<file path="config.mk">
export PLATFORM = sky130hd
export DESIGN_NAME = load_store_unit
export DESIGN_NICKNAME = d
export VERILOG_FILES = /design/src/rtl/load_store_unit_pkg.sv /design/src/rtl/load_store_unit_lane.sv /design/src/rtl/load_store_unit.sv
export SDC_FILE = /design/constraint.sdc
export NUM_CORES = 1
export LEC_CHECK = 0
export BUFFER_PORTS_ARGS = -buffer_cell sky130_fd_sc_hd__clkbuf_2
export CORE_MARGIN = 5
export CORE_UTILIZATION = 49
export CTS_BUF_LIST = sky130_fd_sc_hd__clkbuf_2 sky130_fd_sc_hd__clkbuf_4 sky130_fd_sc_hd__clkbuf_8
export DETAILED_ROUTE_END_ITERATION = 16
export MAX_ROUTING_LAYER = met4
export PLACE_DENSITY = 0.82
export SKIP_CTS_REPAIR_TIMING = 1
export SLEW_MARGIN = 10
export SYNTH_ARGS = -nofsm -noshare
export SYNTH_HDL_FRONTEND = slang
export SYNTH_SLANG_ARGS = --single-unit
</file>
<file path="constraint.sdc">
create_clock -name clk -period 2.8 [get_ports clk]
set_input_delay 0.28 -clock clk [delete_from_list [all_inputs] [get_ports clk]]
set_output_delay 0.28 -clock clk [all_outputs]
set_load 0.005 [all_outputs]
</file>
<file path="src/rtl/load_store_unit_pkg.sv">
// rtl/load_store_unit_pkg.sv - shared funct3 codes, FSM state encoding and request decode helpers
package load_store_unit_pkg;

    // RV32I load/store size codes (stores share the low three codes)
    localparam logic [2:0] LSU_LB  = 3'b000;
    localparam logic [2:0] LSU_LH  = 3'b001;
    localparam logic [2:0] LSU_LW  = 3'b010;
    localparam logic [2:0] LSU_LBU = 3'b100;
    localparam logic [2:0] LSU_LHU = 3'b101;
    localparam logic [2:0] LSU_SB  = 3'b000;
    localparam logic [2:0] LSU_SH  = 3'b001;
    localparam logic [2:0] LSU_SW  = 3'b010;

    // Byte offset inside a memory word
    localparam int LSU_LANE_SEL_W = 2;

    typedef enum logic [2:0] {
        S_IDLE  = 3'd0,
        S_RD    = 3'd1,
        S_MERGE = 3'd2,
        S_WR    = 3'd3,
        S_DONE  = 3'd4,
        S_ERR   = 3'd5
    } lsu_state_t;

    function automatic logic f3_legal(input logic we, input logic [2:0] f3);
        if (we)
            return (f3 == LSU_SB) || (f3 == LSU_SH) || (f3 == LSU_SW);
        return (f3 == LSU_LB) || (f3 == LSU_LH) || (f3 == LSU_LW) ||
               (f3 == LSU_LBU) || (f3 == LSU_LHU);
    endfunction

    // Halfword needs addr[0]=0, word needs addr[1:0]=0; bytes are never misaligned
    function automatic logic f3_misaligned(input logic [2:0] f3,
                                           input logic [LSU_LANE_SEL_W-1:0] lo);
        case (f3[1:0])
            2'b01:   return lo[0];
            2'b10:   return lo != 2'b00;
            default: return 1'b0;
        endcase
    endfunction

    // Offset with the low bits forced to the natural alignment of the access size
    function automatic logic [LSU_LANE_SEL_W-1:0] align_offset(input logic [2:0] f3,
                                                               input logic [LSU_LANE_SEL_W-1:0] lo);
        case (f3[1:0])
            2'b01:   return {lo[1], 1'b0};
            2'b10:   return 2'b00;
            default: return lo;
        endcase
    endfunction

endpackage

</file>
<file path="src/rtl/load_store_unit_lane.sv">
// rtl/load_store_unit_lane.sv - byte/halfword lane extract-extend for loads and merge for stores
//
// Ports:
//   word      old memory word (read data)
//   offset    byte offset of the access inside the word (already aligned)
//   funct3    access size / sign code
//   wdata     right-aligned store data
//   load_data selected lane, sign or zero extended to N bits
//   merged    word with the addressed lane replaced by wdata (whole word for SW)
module load_store_unit_lane
    import load_store_unit_pkg::*;
#(
    parameter int N = 32
) (
    input  logic [N-1:0]                word,
    input  logic [LSU_LANE_SEL_W-1:0]   offset,
    input  logic [2:0]                  funct3,
    input  logic [N-1:0]                wdata,
    output logic [N-1:0]                load_data,
    output logic [N-1:0]                merged
);

    logic [LSU_LANE_SEL_W+2:0] shamt;
    logic [7:0]                lane_byte;
    logic [15:0]               lane_half;
    logic [N-1:0]              lane_mask;

    assign shamt     = {offset, 3'b000};
    assign lane_byte = 8'(word >> shamt);
    assign lane_half = 16'(word >> shamt);

    always_comb begin
        load_data = '0;
        case (funct3)
            LSU_LB:  load_data = {{(N-8){lane_byte[7]}}, lane_byte};
            LSU_LH:  load_data = {{(N-16){lane_half[15]}}, lane_half};
            LSU_LW:  load_data = word;
            LSU_LBU: load_data = {{(N-8){1'b0}}, lane_byte};
            LSU_LHU: load_data = {{(N-16){1'b0}}, lane_half};
            default: load_data = '0;
        endcase
    end

    always_comb begin
        lane_mask = '1;
        case (funct3)
            LSU_SB:  lane_mask = {{(N-8){1'b0}}, 8'hFF} << shamt;
            LSU_SH:  lane_mask = {{(N-16){1'b0}}, 16'hFFFF} << shamt;
            default: lane_mask = '1;
        endcase
    end

    assign merged = (word & ~lane_mask) | ((wdata << shamt) & lane_mask);

endmodule

</file>
<file path="src/rtl/load_store_unit.sv">
// rtl/load_store_unit.sv - byte/half/word load-store unit with read-modify-write for sub-word stores
//
// Ports:
//   clk, rstb                       clock and asynchronous active-high reset
//   req_valid/req_ready             request handshake; req_ready only in IDLE
//   req_we, req_funct3, req_addr,   request fields, captured on accept
//   req_wdata
//   resp_valid, resp_rdata,         one-cycle response pulse per accepted request
//   resp_err
//   mem_wrEna, mem_addr, mem_din,   single-port word memory, 1-cycle registered read
//   mem_dout
//
// Configuration: LSU_MISALIGN_TRAP_EN defined -> misaligned requests respond with
// resp_err; undefined -> misaligned requests are force-aligned and proceed.
module load_store_unit
    import load_store_unit_pkg::*;
#(
    parameter int N           = 32,
    parameter int MEM_LATENCY = 1
) (
    input  logic         clk,
    input  logic         rstb,
    input  logic         req_valid,
    output logic         req_ready,
    input  logic         req_we,
    input  logic [2:0]   req_funct3,
    input  logic [N-1:0] req_addr,
    input  logic [N-1:0] req_wdata,
    output logic         resp_valid,
    output logic [N-1:0] resp_rdata,
    output logic         resp_err,
    output logic         mem_wrEna,
    output logic [N-1:0] mem_addr,
    output logic [N-1:0] mem_din,
    input  logic [N-1:0] mem_dout
);

    generate
        if (MEM_LATENCY != 1) begin : g_latency_check
            $error("load_store_unit: only MEM_LATENCY = 1 is supported");
        end
    endgenerate

    lsu_state_t                 state_q;
    logic                       we_q;
    logic [2:0]                 funct3_q;
    logic [LSU_LANE_SEL_W-1:0]  offset_q;
    logic [N-1:0]               wdata_q;
    logic [N-1:0]               mem_addr_q;

    logic                       req_bad;
    logic [LSU_LANE_SEL_W-1:0]  req_offset;
    logic [N-1:0]               lane_load;
    logic [N-1:0]               lane_merged;

    always_comb begin
        req_bad = !f3_legal(req_we, req_funct3);
`ifdef LSU_MISALIGN_TRAP_EN
        req_bad = req_bad || f3_misaligned(req_funct3, req_addr[LSU_LANE_SEL_W-1:0]);
`endif
    end

    assign req_offset = align_offset(req_funct3, req_addr[LSU_LANE_SEL_W-1:0]);

    always_ff @(posedge clk or posedge rstb) begin
        if (rstb) begin
            state_q    <= S_IDLE;
            we_q       <= 1'b0;
            funct3_q   <= 3'b000;
            offset_q   <= '0;
            wdata_q    <= '0;
            mem_addr_q <= '0;
        end else begin
            case (state_q)
                S_IDLE: begin
                    if (req_valid) begin
                        we_q     <= req_we;
                        funct3_q <= req_funct3;
                        offset_q <= req_offset;
                        wdata_q  <= req_wdata;
                        if (req_bad) begin
                            // mem_addr_q is left alone so the memory bus stays quiet
                            state_q <= S_ERR;
                        end else begin
                            mem_addr_q <= {req_addr[N-1:2], 2'b00};
                            state_q    <= (req_we && req_funct3 == LSU_SW) ? S_WR : S_RD;
                        end
                    end
                end
                S_RD:    state_q <= we_q ? S_MERGE : S_DONE;
                S_MERGE: state_q <= S_DONE;
                S_WR:    state_q <= S_DONE;
                S_DONE:  state_q <= S_IDLE;
                S_ERR:   state_q <= S_IDLE;
                default: state_q <= S_IDLE;
            endcase
        end
    end

    load_store_unit_lane #(
        .N (N)
    ) u_lane (
        .word      (mem_dout),
        .offset    (offset_q),
        .funct3    (funct3_q),
        .wdata     (wdata_q),
        .load_data (lane_load),
        .merged    (lane_merged)
    );

    // Write enable is a pure state decode, so an asynchronous reset drops it at once
    assign req_ready  = (state_q == S_IDLE);
    assign mem_addr   = mem_addr_q;
    assign mem_wrEna  = (state_q == S_MERGE) || (state_q == S_WR);
    assign resp_valid = (state_q == S_DONE) || (state_q == S_ERR);
    assign resp_err   = (state_q == S_ERR);
    assign resp_rdata = (state_q == S_DONE && !we_q) ? lane_load : '0;

    always_comb begin
        mem_din = '0;
        case (state_q)
            S_WR:    mem_din = wdata_q;
            S_MERGE: mem_din = lane_merged;
            default: mem_din = '0;
        endcase
    end

endmodule

</file>
# Word-level counts from Yosys, hierarchy flattened
# Index checks and enable logic that the tools add are counted.
[word_totals]
ff_bits = 71
inputBits = 103
output_inout_bits = 100
word_cells = 58
[classes]
eq_ne = 16
shift = 4
n_mux = 13
n_bitwise = 4
n_reduce_logical = 15
[op_table]
columns = ["op", "count"]
rows = [
  ["case mux 32 bit (5 select lines)", 1],
  ["case mux 32 bit (2 select lines)", 2],
  ["AND 32 bit", 2],
  ["2-to-1 mux 32 bit", 1],
  ["NOT 32 bit", 1],
  ["bitwise OR 32 bit", 1],
  ["left shift 16 x 5 -> 32 bit (first input constant)", 1],
  ["left shift 32 x 5 -> 32 bit", 1],
  ["left shift 8 x 5 -> 32 bit (first input constant)", 1],
  [">> shifter 32 x 5 -> 16 bit", 1],
  ["== test 3 bit (second input constant)", 6],
  ["== test 3 x 2 -> 1 bit (second input constant)", 4],
  ["== test 3 x 1 -> 1 bit (second input constant)", 3],
  ["zero test 3 bit", 3],
  ["2-to-1 mux 3 bit", 3],
  ["case mux 3 bit (3 select lines)", 1],
  ["logical OR 1 bit", 6],
  ["case mux 2 bit (2 select lines)", 1],
  ["2-to-1 mux 1 bit", 3],
  ["AND reduction 3 bit", 1],
  ["== test 2 x 1 -> 1 bit (second input constant)", 1],
  ["== test 2 bit (second input constant)", 1],
  ["logical AND 1 bit", 2],
  ["2-to-1 mux 2 bit", 1],
  ["other kinds (4)", 4],
]

# Longest topological paths before layout
# Gate-level depths: netlist of run 1.
[logic_depth]
ltp_word = 9
mapped_depth = 7
ltp_nobuf = 6

# By module
# Synthesis of run 1 repeated with hierarchy kept, for this count alone.
[hier_totals]
hier_cells = 532
hier_area_um2 = 5104.9
[modules_own_cells]
columns = ["module", "instances", "cells_each", "area_each_um2", "seq_area_each_um2"]
rows = [
  ["load_store_unit", 1, 285, 3467.1, 1776.7],
  ["load_store_unit_lane", 1, 247, 1637.8, 0.0],
]

# Worst setup path after synthesis of run 1
# Ideal clock, no wire load.
[synth_timing]
path_kind = "reg-to-output"
start = "register funct3_q[0]"
end = "output port resp_rdata[21]"
arrival_time_ns = 1.788
t_required_ns = 2.520
slack_ns = 0.732
path_stages_with_launch = 6
path_buffers = 2
path_cell_list = "dfrtp_1 clkbuf_1 or3b_2 nor2_1 clkbuf_1 a21o_1"
[synth_between]
elab_chain_len = 3
word_cells_on_any_way = 7
cone_classes = "4 x eq/ne; 2 x mux; 1 x reduce/logical"
[synth_rtl]
columns = ["item", "line", "text"]
rows = [
  ["start, declared", "load_store_unit.sv:46", "logic [2:0] funct3_q;"],
  ["start signal, assigned", "load_store_unit.sv:78", "funct3_q <= req_funct3;"],
  ["== test 3 bit, or another cell as far along", "load_store_unit_lane.sv:34", "case (funct3)"],
  ["case mux 32 bit (5 select lines) (*)", "load_store_unit_lane.sv:34", ""],
  ["2-to-1 mux 32 bit (*)", "load_store_unit.sv:117", "assign resp_rdata = (state_q == S_DONE && !we_q) ? lane_load : '0;"],
  ["end, declared", "load_store_unit.sv:30", "output logic [N-1:0] resp_rdata,"],
]
# Every way passes the cells marked *; elsewhere a longest branch is shown, timed or not.

# Worst setup path after layout of run 1
[layout_timing]
start = "register offset_q[1]"
end = "output port resp_rdata[13]"
[layout_between]
elab_chain_len = 3
[layout_rtl]
columns = ["item", "line", "text"]
rows = [
  ["start, declared", "load_store_unit.sv:47", "logic [LSU_LANE_SEL_W-1:0] offset_q;"],
  ["start signal, assigned", "load_store_unit.sv:79", "offset_q <= req_offset;"],
  [">> shifter 32 x 5 -> 16 bit", "load_store_unit_lane.sv:30", "assign lane_half = 16'(word >> shamt);"],
  ["case mux 32 bit (5 select lines)", "load_store_unit_lane.sv:34", ""],
  ["2-to-1 mux 32 bit", "load_store_unit.sv:117", ""],
]
# Every way passes these cells.

==> reports/summary.txt, run 1 <==
unrepaired setup endpoints after global routing - false
pin count of the biggest net entering global routing - 72
count of flip-flops with a built-in enable after synthesis - 0
ratio of cells with drive above 1 in the final layout - 42.5%
Initial DRC Count - 394
Total GRT Usage - 28.0%
CP arrival - 2410 ps
Clock Path Buffers - 2
Total Nets Final - 819
count of port buffers added during placement - 200
reg-to-reg setup timing slack - 760 ps
Slew @ Worst Pin - 888 ps
count of unresolved DRC violations after routing - 0
number of filler instances in the final layout - 815
met1 GRT Util - 36.6%
path category of the worst min-delay check - in -> reg
reported max-cap violation count - 0
library cells used by synthesis - 44
largest stage delay on the critical path - 580 ps
cell depth of the worst flop-to-flop path - 6
routing usage on met3 - 6.86%
crit path launch type - flop
number of clock sinks seen by CTS - 71
post-route total power - 6.14 mW
source-to-sink clock delay at the later pin of the worst-skew pair - 340 ps
aggregate negative setup slack - 0 ps
maximum level of the CTS H-tree - 3
Final Wtd Congestion - 0.974
Vert. Die Dim - 107 um
headroom to the max-slew limit - 40.8%
fraction of the yosys area taken by sequential cells - 38.8%
worst-case hold slack - 129 ps
mean cell area of the mapped netlist - 8.88 um2
clock period minus final worst setup slack - 2690 ps
count of standard-cell rows - 35
area used by multi-input combinational logic - 2610 um2
total I/O pin count - 203
vias in the first global route - 4627
async set or reset register ratio after synthesis - 100%
first-pass GRT wire length - 24500 um
cells along the critical path - buf_4 > clkinv_1 > mux2_2 > or4_1 > a21oi_1 > clkbuf_2
Final setup viols - 0
flip-flop and latch count after synthesis - 71
type of destination of the critical path - output pin
Routed wire per std cell - 19.0 um
total power density per cell area - 1030 nW/um2
area of the core - 9200 um2
Max IR drop VDD - 0.000592 V
launching instance or port of the critical path - offset_q[1]
post-synthesis instance total - 516
highest fanout seen on the critical path - 8
initial antenna violation count - 0
post-route ant nets - 0
synthesized area - 4580 um2
area of the die - 11400 um2
die boundary width - 107 um
global route hottest layer - met2
maximum clock frequency - 0.371 GHz
Post-synth top flop - sky130_fd_sc_hd__dfrtp_1
detailed-route via count - 4748
crit path max-delay cell type - sky130_fd_sc_hd__or4_1
last element of the critical path - resp_rdata[13]
root buffer cell - sky130_fd_sc_hd__clkbuf_8
TritonCTS clock tree - done
area growth from synthesis to final layout - 29.9%
Reg area - 1780 um2
grt met2 use - 43.0%
via-per-instance ratio - 5.73
Antenna diodes - 0
clock-pin transition on the worst setup and hold timing paths - 80 ps
startpoint of the worst register-to-register path - state_q[0]
max-slew violation count - 0
instance count along the most critical hold path - 3
Detail Placement HPWL - 12500 um
Stages on worst setup path - 6
capturing point of the worst reg2reg path - mem_addr[31]
final routed wirelength across all metal layers - 15800 um
total buffers and inverters traversed by the critical path - 3
clock buffers created by TritonCTS - 9
status - complete, no violations
kind of cell adding the most delay to the critical path - simple AND/OR/NAND/NOR gates
final worst-path cycle share - 96.2%
path type of the worst setup path - reg -> out
first-pass iteration count of the detailed router - 5
leakage power figure - 3.10 nW
count of yosys warnings during synthesis - 0
maximum clock skew at final layout - 14.4 ps
Hold Vio Cnt, Final - 0
CP Data Required Time - 2520 ps
aggregate global routing overflow - 0
starting utilization of the core area - 49.9%
-- where the power goes --
part / internal (mW) / switching [mW] / total [mW]
sequential: 1.52 / 0.510 / 2.03
clock: 0.428 / 0.398 / 0.826
combinational: 1.50 / 1.78 / 3.28
total: 3.45 / 2.69 / 6.14
-- metrics by stage --
stage | setup slack [ps] | util, % | std cells | cell area, um2
after global routing | 10.5 | 64.7 | 829 | 5950
after global placement | 373 | 62.4 | 812 | 5740
after floorplan | 723 | - | 517 | 4590
after CTS | -80.2 | 64.5 | 828 | 5940
after detailed placement | 310 | 62.4 | 812 | 5740
final | 107 | 64.7 | 829 | 5950
-- tightest hold or removal path, cell delays in order --
cell	delay, ps
sky130_fd_sc_hd__clkbuf_2	70
sky130_fd_sc_hd__nand2_1	40
sky130_fd_sc_hd__nand2_1	50
-- worst min path at each step --
stage	startpoint	slack (ps)	end
after global routing	req_wdata[14]	110	wdata_q[14]
after CTS	req_wdata[14]	110	wdata_q[14]
after global placement	req_wdata[27]	470	wdata_q[27]
final	req_wdata[28]	130	wdata_q[28]
after detailed placement	req_wdata[14]	470	wdata_q[14]
after floorplan	req_funct3[2]	390	funct3_q[2]
-- synth_stat cells (11+ instances only) --
cell type	instances	area, um2
sky130_fd_sc_hd__mux2_2	46	518
sky130_fd_sc_hd__nand2_1	125	469
sky130_fd_sc_hd__mux2i_1	11	110
sky130_fd_sc_hd__dfrtp_1	71	1780
sky130_fd_sc_hd__a21oi_1	34	170
sky130_fd_sc_hd__nor2_1	19	71.3
sky130_fd_sc_hd__a22o_1	16	140
sky130_fd_sc_hd__a22oi_1	14	105
sky130_fd_sc_hd__o21ai_0	15	75.1
sky130_fd_sc_hd__clkbuf_1	30	113
sky130_fd_sc_hd__a21o_1	17	128
sky130_fd_sc_hd__a211oi_1	24	180
sky130_fd_sc_hd__nor2b_1	12	75.1
-- layer usage --
metal	share of wire, %	vias up
li1	-	2257
met1	42	2177
met2	46	284
met3	10	30
met4	2.3	0
met5	0	-
-- area by class of cell --
class,count,share of cell area (%)
clock buffer,10,2.21
clock inverter,6,1.16
inverter,9,0.567
multi-input combinational,396,43.8
sequential,71,29.9
tap,111,2.33
timing repair buffer,226,20.1
-- cells in the final DEF, fill, tap and decap left out, types with 7 or more instances in the layout --
cell	instances
sky130_fd_sc_hd__inv_1	7
sky130_fd_sc_hd__a22o_1	16
sky130_fd_sc_hd__a221oi_1	8
sky130_fd_sc_hd__nor2b_1	12
sky130_fd_sc_hd__buf_4	26
sky130_fd_sc_hd__a21o_1	17
sky130_fd_sc_hd__a21oi_1	34
sky130_fd_sc_hd__a22oi_1	14
sky130_fd_sc_hd__mux2i_1	11
sky130_fd_sc_hd__nand2_1	125
sky130_fd_sc_hd__a211oi_1	24
sky130_fd_sc_hd__or2_2	7
sky130_fd_sc_hd__a221o_1	8
sky130_fd_sc_hd__o21ai_0	15
sky130_fd_sc_hd__clkbuf_2	200
sky130_fd_sc_hd__dfrtp_1	70
sky130_fd_sc_hd__mux2_2	46
sky130_fd_sc_hd__nor2_1	18
sky130_fd_sc_hd__clkbuf_8	9
sky130_fd_sc_hd__o32ai_1	8
-- sequential cells by signal, indices dropped and copies added, names as in the netlist --
name,cells
wdata_q,32
state_q,3
offset_q,2
funct3_q,3
we_q,1
mem_addr,30
-- kinds of logic (layout without fill, tap and decap cells) --
logic type      after synthesis  after routing  share of synthesized area [%]
simple gates                182            182                           17.5
compound gates              151            151                           23.9
flops                        71             71                           38.8
mux                          58             58                           14.2
buf+inv                      50            251                           4.69
fa+ha+maj                     3              3                          0.819
other cells                   1              2                         0.0818
Power figures use the tool's default switching activity.
==> run 2, diff against run 1 <==
--- a/config.mk
+++ b/config.mk
@@ -11,7 +11,7 @@
 export CTS_BUF_LIST = sky130_fd_sc_hd__clkbuf_2 sky130_fd_sc_hd__clkbuf_4 sky130_fd_sc_hd__clkbuf_8
 export DETAILED_ROUTE_END_ITERATION = 16
 export MAX_ROUTING_LAYER = met4
-export PLACE_DENSITY = 0.82
+export PLACE_DENSITY = 0.93
 export SKIP_CTS_REPAIR_TIMING = 1
 export SLEW_MARGIN = 10
 export SYNTH_ARGS = -nofsm -noshare
==> reports/summary.txt, run 2 (synthesis results as in run 1) <==
total power density per cell area - 1020 nW/um2 (was 1030 nW/um2)
post-route ant nets - 0 (unchanged)
number of filler instances in the final layout - 819 (was 815)
highest fanout seen on the critical path - 16 (was 8)
final worst-path cycle share - 95.4% (was 96.2%)
cell count after placement - 812 (unchanged)
starting utilization of the core area - 49.9% (unchanged)
clock buffers created by TritonCTS - 9 (unchanged)
Final setup viols - 0 (unchanged)
TritonCTS clock tree - done (unchanged)
status - complete, no violations (unchanged)
headroom to the max-slew limit - 40.4% (was 40.8%)
first-pass GRT wire length - 25700 um (was 24500 um)
area of the die - 11400 um2 (unchanged)
crit path launch type - flop (unchanged)
Routed wire per std cell - 19.5 um (was 19.0 um)
Vert. Die Dim - 107 um (unchanged)
final routed wirelength across all metal layers - 16100 um (was 15800 um)
Largest register FFs - 32 (unchanged)
Initial DRC Count - 544 (was 394)
via-per-instance ratio - 5.88 (was 5.73)
max-slew violation count - 0 (unchanged)
CP arrival - 2390 ps (was 2410 ps)
Slew @ Worst Pin - 893 ps (was 888 ps)
crit path max-delay cell type - sky130_fd_sc_hd__dfrtp_2 (was sky130_fd_sc_hd__or4_1)
leakage power figure - 3.08 nW (was 3.10 nW)
aggregate global routing overflow - 0 (unchanged)
detailed-route via count - 4867 (was 4748)
maximum clock frequency - 0.374 GHz (was 0.371 GHz)
Reg area - 1780 um2 (unchanged)
total I/O pin count - 203 (unchanged)
maximum clock skew at final layout - 8.32 ps (was 14.4 ps)
path category of the worst min-delay check - in -> reg (unchanged)
most frequent standard cell in the layout excluding fill and tap cells - sky130_fd_sc_hd__clkbuf_2 (unchanged)
pin count of the biggest net entering global routing - 72 (unchanged)
path type of the worst setup path - reg -> out (unchanged)
largest stage delay on the critical path - 500 ps (was 580 ps)
reported max-cap violation count - 0 (unchanged)
area growth from synthesis to final layout - 29.5% (was 29.9%)
post-layout util - 64.6% (was 64.7%)
most frequent cells in the layout - sky130_fd_sc_hd__clkbuf_2, sky130_fd_sc_hd__nand2_1, sky130_fd_sc_hd__dfrtp_1 (unchanged)
initial antenna violation count - 0 (unchanged)
worst-case hold slack - 126 ps (was 129 ps)
placed standard-cell area - 5740 um2 (unchanged)
root buffer cell - sky130_fd_sc_hd__clkbuf_8 (unchanged)
unrepaired setup endpoints after global routing - false (unchanged)
Detail Placement HPWL - 12800 um (was 12500 um)
first-pass iteration count of the detailed router - 5 (unchanged)
count of standard-cell rows - 35 (unchanged)
type of destination of the critical path - output pin (unchanged)
Hold Vio Cnt, Final - 0 (unchanged)
Total Nets Final - 818 (was 819)
maximum level of the CTS H-tree - 3 (unchanged)
Final Wtd Congestion - 0.974 (about the same)
Total GRT Usage - 29.3% (was 28.0%)
cells along the critical path - nor2b_1 > buf_4 > a2111o_1 > nor2_1 > o32ai_1 > buf_4 > clkbuf_2 (was buf_4 > clkinv_1 > mux2_2 > or4_1 > a21oi_1 > clkbuf_2)
clock period minus final worst setup slack - 2670 ps (was 2690 ps)
area of the core - 9200 um2 (unchanged)
area used by multi-input combinational logic - 2620 um2 (was 2610 um2)
Final Instance Count excl. Fillers - 828 (was 829)
summed area of non-filler cells in the final layout - 5940 um2 (was 5950 um2)
count of port buffers added during placement - 200 (unchanged)
die boundary width - 107 um (unchanged)
count of unresolved DRC violations after routing - 0 (unchanged)
source-to-sink clock delay at the later pin of the worst-skew pair - 340 ps (about the same)
clock-pin transition on the worst setup and hold timing paths - 80 ps (about the same)
Reg with most FFs - wdata_q (unchanged)
Clock Path Buffers - 2 (unchanged)
number of clock sinks seen by CTS - 71 (unchanged)
Max IR drop VDD - 0.000578 V (was 0.000592 V)
Antenna diodes - 0 (unchanged)
CP Data Required Time - 2520 ps (about the same)
aggregate negative setup slack - 0 ps (unchanged)
cell repeated most along the worst path - sky130_fd_sc_hd__buf_4
vias in the first global route - 4889 (was 4627)
ratio of cells with drive above 1 in the final layout - 42.8% (was 42.5%)
## run 2: cell types whose count changed in the layout (fill, tap and decap cells not counted), sizes merged
cell / delta
bufinv: -1
clkinv: +1
clkbuf: +1
clkinvlp: +1
buf: -1
inv: -2
## run 2: report_power, final
group / internal, mW / switching, mW / leakage [nW] / total (mW)
Sequential: 1.53 / 0.541 / 0.866 / 2.07
Combinational: 1.49 / 1.77 / 2.13 / 3.26
Clock: 0.354 / 0.384 / 0.0887 / 0.738
Total: 3.37 / 2.69 / 3.08 / 6.06
## run 2: cell type report
cell class	instances	share of cell area [%]
Timing Repair Buffer	225	20.0
Tap cell	111	2.34
Clock inverter	5	0.569
Clock buffer	11	2.44
Inverter	9	0.569
Multi-Input combinational cell	396	44.1
Sequential cell	71	29.9
## run 2: final timing paths
check | startpoint | to | slack (ps) | cells after the start
min | req_wdata[9] | wdata_q[9] | 130 | 3
max in group asynchronous | rstb | offset_q[0] | 1980 | 3
max reg2reg | state_q[0] | mem_addr[26] | 830 | 6
max | offset_q[0] | mem_din[17] | 130 | 7
min reg2reg | wdata_q[28] | wdata_q[28] | 510 | 2
min in group asynchronous | rstb | mem_addr[16] | 200 | 3
## run 2: metal layers
layer  vias up  GRT usage, %  share of wire, %
met3        24          6.56                10
met1      2272          38.6                42
li1       2255             -                 -
met4         0          7.67               1.5
met5         -             -                 0
met2       316          46.0                46
## run 2: metrics by stage
stage	total power, mW	setup WS (ps)
2_1_floorplan	4.04	723
3_3_place_gp	5.16	448
3_5_place_dp	5.26	386
4_1_cts	6.02	4.72
5_1_grt	6.54	6.00
6_report	6.06	129
## run 2: worst max-delay path, delay by kind of cell (launching register included)
family / cells / cell delay, ps
flops: 1 / 500
simple gates: 2 / 350
buf+inv: 3 / 560
compound gates: 2 / 620
==> run 3, diff against run 2 <==
--- a/config.mk
+++ b/config.mk
@@ -12,6 +12,7 @@
 export DETAILED_ROUTE_END_ITERATION = 16
 export MAX_ROUTING_LAYER = met4
 export PLACE_DENSITY = 0.93
+export RECOVER_POWER = 50
 export SKIP_CTS_REPAIR_TIMING = 1
 export SLEW_MARGIN = 10
 export SYNTH_ARGS = -nofsm -noshare
==> reports/summary.txt, run 3 (synthesis results as in run 1) <==
number of filler instances in the final layout - 830 (was 819)
capturing point of the worst reg2reg path - mem_addr[26] (unchanged)
CP Data Required Time - 2520 ps (about the same)
CP arrival - 2380 ps (was 2390 ps)
area of the core - 9200 um2 (unchanged)
status - complete, but fails checks (was complete, no violations)
detailed-route via count - 4855 (was 4867)
cell depth of the worst flop-to-flop path - 6 (unchanged)
aggregate global routing overflow - 0 (unchanged)
maximum level of the CTS H-tree - 3 (unchanged)
clock network fraction of design power - 12.3% (was 12.2%)
cells along the critical path - nor2b_1 > buf_4 > a2111o_1 > nor2_1 > o32ai_1 > clkbuf_2 (was nor2b_1 > buf_4 > a2111o_1 > nor2_1 > o32ai_1 > buf_4 > clkbuf_2)
hold path endpoint - wdata_q[9] (unchanged)
Slew @ Worst Pin - 1780 ps (was 893 ps)
path category of the worst min-delay check - in -> reg (unchanged)
final worst-path cycle share - 95.0% (was 95.4%)
maximum clock skew at final layout - 8.10 ps (was 8.32 ps)
Total Nets Final - 818 (unchanged)
post-layout util - 64.1% (was 64.6%)
vias in the first global route - 4889 (unchanged)
count of port buffers added during placement - 200 (unchanged)
total power density per cell area - 1020 nW/um2 (about the same)
Vert. Die Dim - 107 um (unchanged)
path type of the worst setup path - reg -> out (unchanged)
Total GRT Usage - 29.3% (unchanged)
failing checks - max-capacitance violations, max-slew violations
number of clock sinks seen by CTS - 71 (unchanged)
via-per-instance ratio - 5.86 (was 5.88)
crit path max-delay cell type - sky130_fd_sc_hd__dfrtp_2 (unchanged)
startpoint of the tightest hold check path - req_wdata[9] (unchanged)
root buffer cell - sky130_fd_sc_hd__clkbuf_8 (unchanged)
count of standard-cell rows - 35 (unchanged)
most frequent standard cell in the layout excluding fill and tap cells - sky130_fd_sc_hd__clkbuf_2 (unchanged)
Initial DRC Count - 518 (was 544)
source-to-sink clock delay at the later pin of the worst-skew pair - 340 ps (about the same)
most frequent cells in the layout - sky130_fd_sc_hd__clkbuf_2, sky130_fd_sc_hd__nand2_1, sky130_fd_sc_hd__dfrtp_1 (unchanged)
post-route ant nets - 0 (unchanged)
Reg with most FFs - wdata_q (unchanged)
Final Wtd Congestion - 0.974 (unchanged)
largest stage delay on the critical path - 510 ps (was 500 ps)
startpoint of the worst register-to-register path - state_q[0] (unchanged)
leakage power figure - 3.00 nW (was 3.08 nW)
switch share - 44.7% (was 44.4%)
Routed wire per std cell - 19.4 um (was 19.5 um)
type of destination of the critical path - output pin (unchanged)
aggregate negative setup slack - 0 ps (unchanged)
TritonCTS clock tree - done (unchanged)
Antenna diodes - 0 (unchanged)
Clock Path Buffers - 2 (unchanged)
area growth from synthesis to final layout - 28.6% (was 29.5%)
clock buffers created by TritonCTS - 9 (unchanged)
max-slew violation count - 72 (was 0)
reported max-cap violation count - 1 (was 0)
switching power - 2.69 mW (about the same)
pin count of the biggest net entering global routing - 72 (unchanged)
crit path launch type - flop (unchanged)
unrepaired setup endpoints after global routing - false (unchanged)
total I/O pin count - 203 (unchanged)
die boundary width - 107 um (unchanged)
final routed wirelength across all metal layers - 16100 um (about the same)
Hold Vio Cnt, Final - 0 (unchanged)
highest fanout seen on the critical path - 16 (unchanged)
clock-pin transition on the worst setup and hold timing paths - 80 ps (about the same)
instance count along the most critical hold path - 3 (unchanged)
post-route total power - 6.00 mW (was 6.06 mW)
Largest register FFs - 32 (unchanged)
Final setup viols - 0 (unchanged)
Max IR drop VDD - 0.000573 V (was 0.000578 V)
ratio of cells with drive above 1 in the final layout - 39.1% (was 42.8%)
initial antenna violation count - 0 (unchanged)
Detail Placement HPWL - 12800 um (unchanged)
starting utilization of the core area - 49.9% (unchanged)
reg-to-reg setup timing slack - 840 ps (was 830 ps)
sequential share of power - 34.4% (was 34.1%)
area of the die - 11400 um2 (unchanged)
maximum clock frequency - 0.376 GHz (was 0.374 GHz)
first-pass GRT wire length - 25700 um (unchanged)
first-pass iteration count of the detailed router - 5 (unchanged)
clock period minus final worst setup slack - 2660 ps (was 2670 ps)
combinational power share - 53.3% (was 53.7%)
headroom to the max-slew limit - -18.4% (was 40.4%)
count of unresolved DRC violations after routing - 0 (unchanged)
cell internal power dissipation - 3.32 mW (was 3.37 mW)
==> run 3: cell count changes in the layout (fill, tap and decap cells not counted) <==
cell                       previous run  this run
sky130_fd_sc_hd__buf_4               25        22
sky130_fd_sc_hd__inv_1                7         8
sky130_fd_sc_hd__clkbuf_1             0        26
sky130_fd_sc_hd__and2_0               0         1
sky130_fd_sc_hd__clkbuf_2           200       177
sky130_fd_sc_hd__and2_1               2         1
sky130_fd_sc_hd__inv_2                1         0
==> run 3: cell type report <==
class                      count  area [um2]  share of cell area (%)
inverter                       9        33.8                   0.573
clock buffer                  11         145                    2.46
clock inverter                 5        33.8                   0.573
timing repair buffer         225        1150                    19.5
sequential                    71        1780                    30.2
tap                          111         139                    2.36
multi-input combinational    396        2620                    44.4
==> run 3: worst max path at each step <==
stage / startpoint / endpoint / slack [ps] / depth (start not counted)
6_report: offset_q[0] / mem_din[19] / 140 / 6
5_1_grt: offset_q[0] / mem_din[17] / 6 / 7
4_1_cts: funct3_q[0] / resp_rdata[28] / 5 / 4
3_5_place_dp: funct3_q[0] / resp_rdata[26] / 390 / 4
3_3_place_gp: offset_q[0] / mem_din[18] / 450 / 6
2_1_floorplan: rstb / funct3_q[0] / 720 / 1
==> run 3: power by group through the flow <==
stage	registers, mW	logic (mW)	clock network, mW
finish	2.07	3.20	0.738
global route	2.12	3.55	0.810
CTS	2.04	3.22	0.754
detailed placement	2.05	3.21	0
global placement	2.02	3.14	0
floorplan	1.87	2.18	0
==> run 3: critical path: cells and delay by family, from the launching register on <==
| family | cells | cell delay [ps] |
|---|---|---|
| AO/OA/AOI/OAI | 2 | 700 |
| flip-flops | 1 | 510 |
| AND/OR/NAND/NOR | 2 | 350 |
| buffers and inverters | 2 | 470 |
==> run 3: stage by stage <==
step | setup slack [ps] | std cells | area [um2] | hold slack (ps)
final | 139 | 828 | 5900 | 126
after global routing | 6.00 | 828 | 5900 | 106
after CTS | 4.72 | 828 | 5910 | 115
after detailed placement | 386 | 812 | 5740 | 473
after global placement | 448 | 812 | 5740 | 472
after floorplan | 723 | 517 | 4590 | 385
==> run 3: metal layers <==
metal,global-route usage [%],part of all wire [%],up-vias,wire length [um]
li1,-,-,2257,-
met1,38.6,42,2266,6820
met2,46.0,46,312,7460
met3,6.56,9.7,20,1570
met4,7.67,1.5,0,242
met5,-,0,-,0
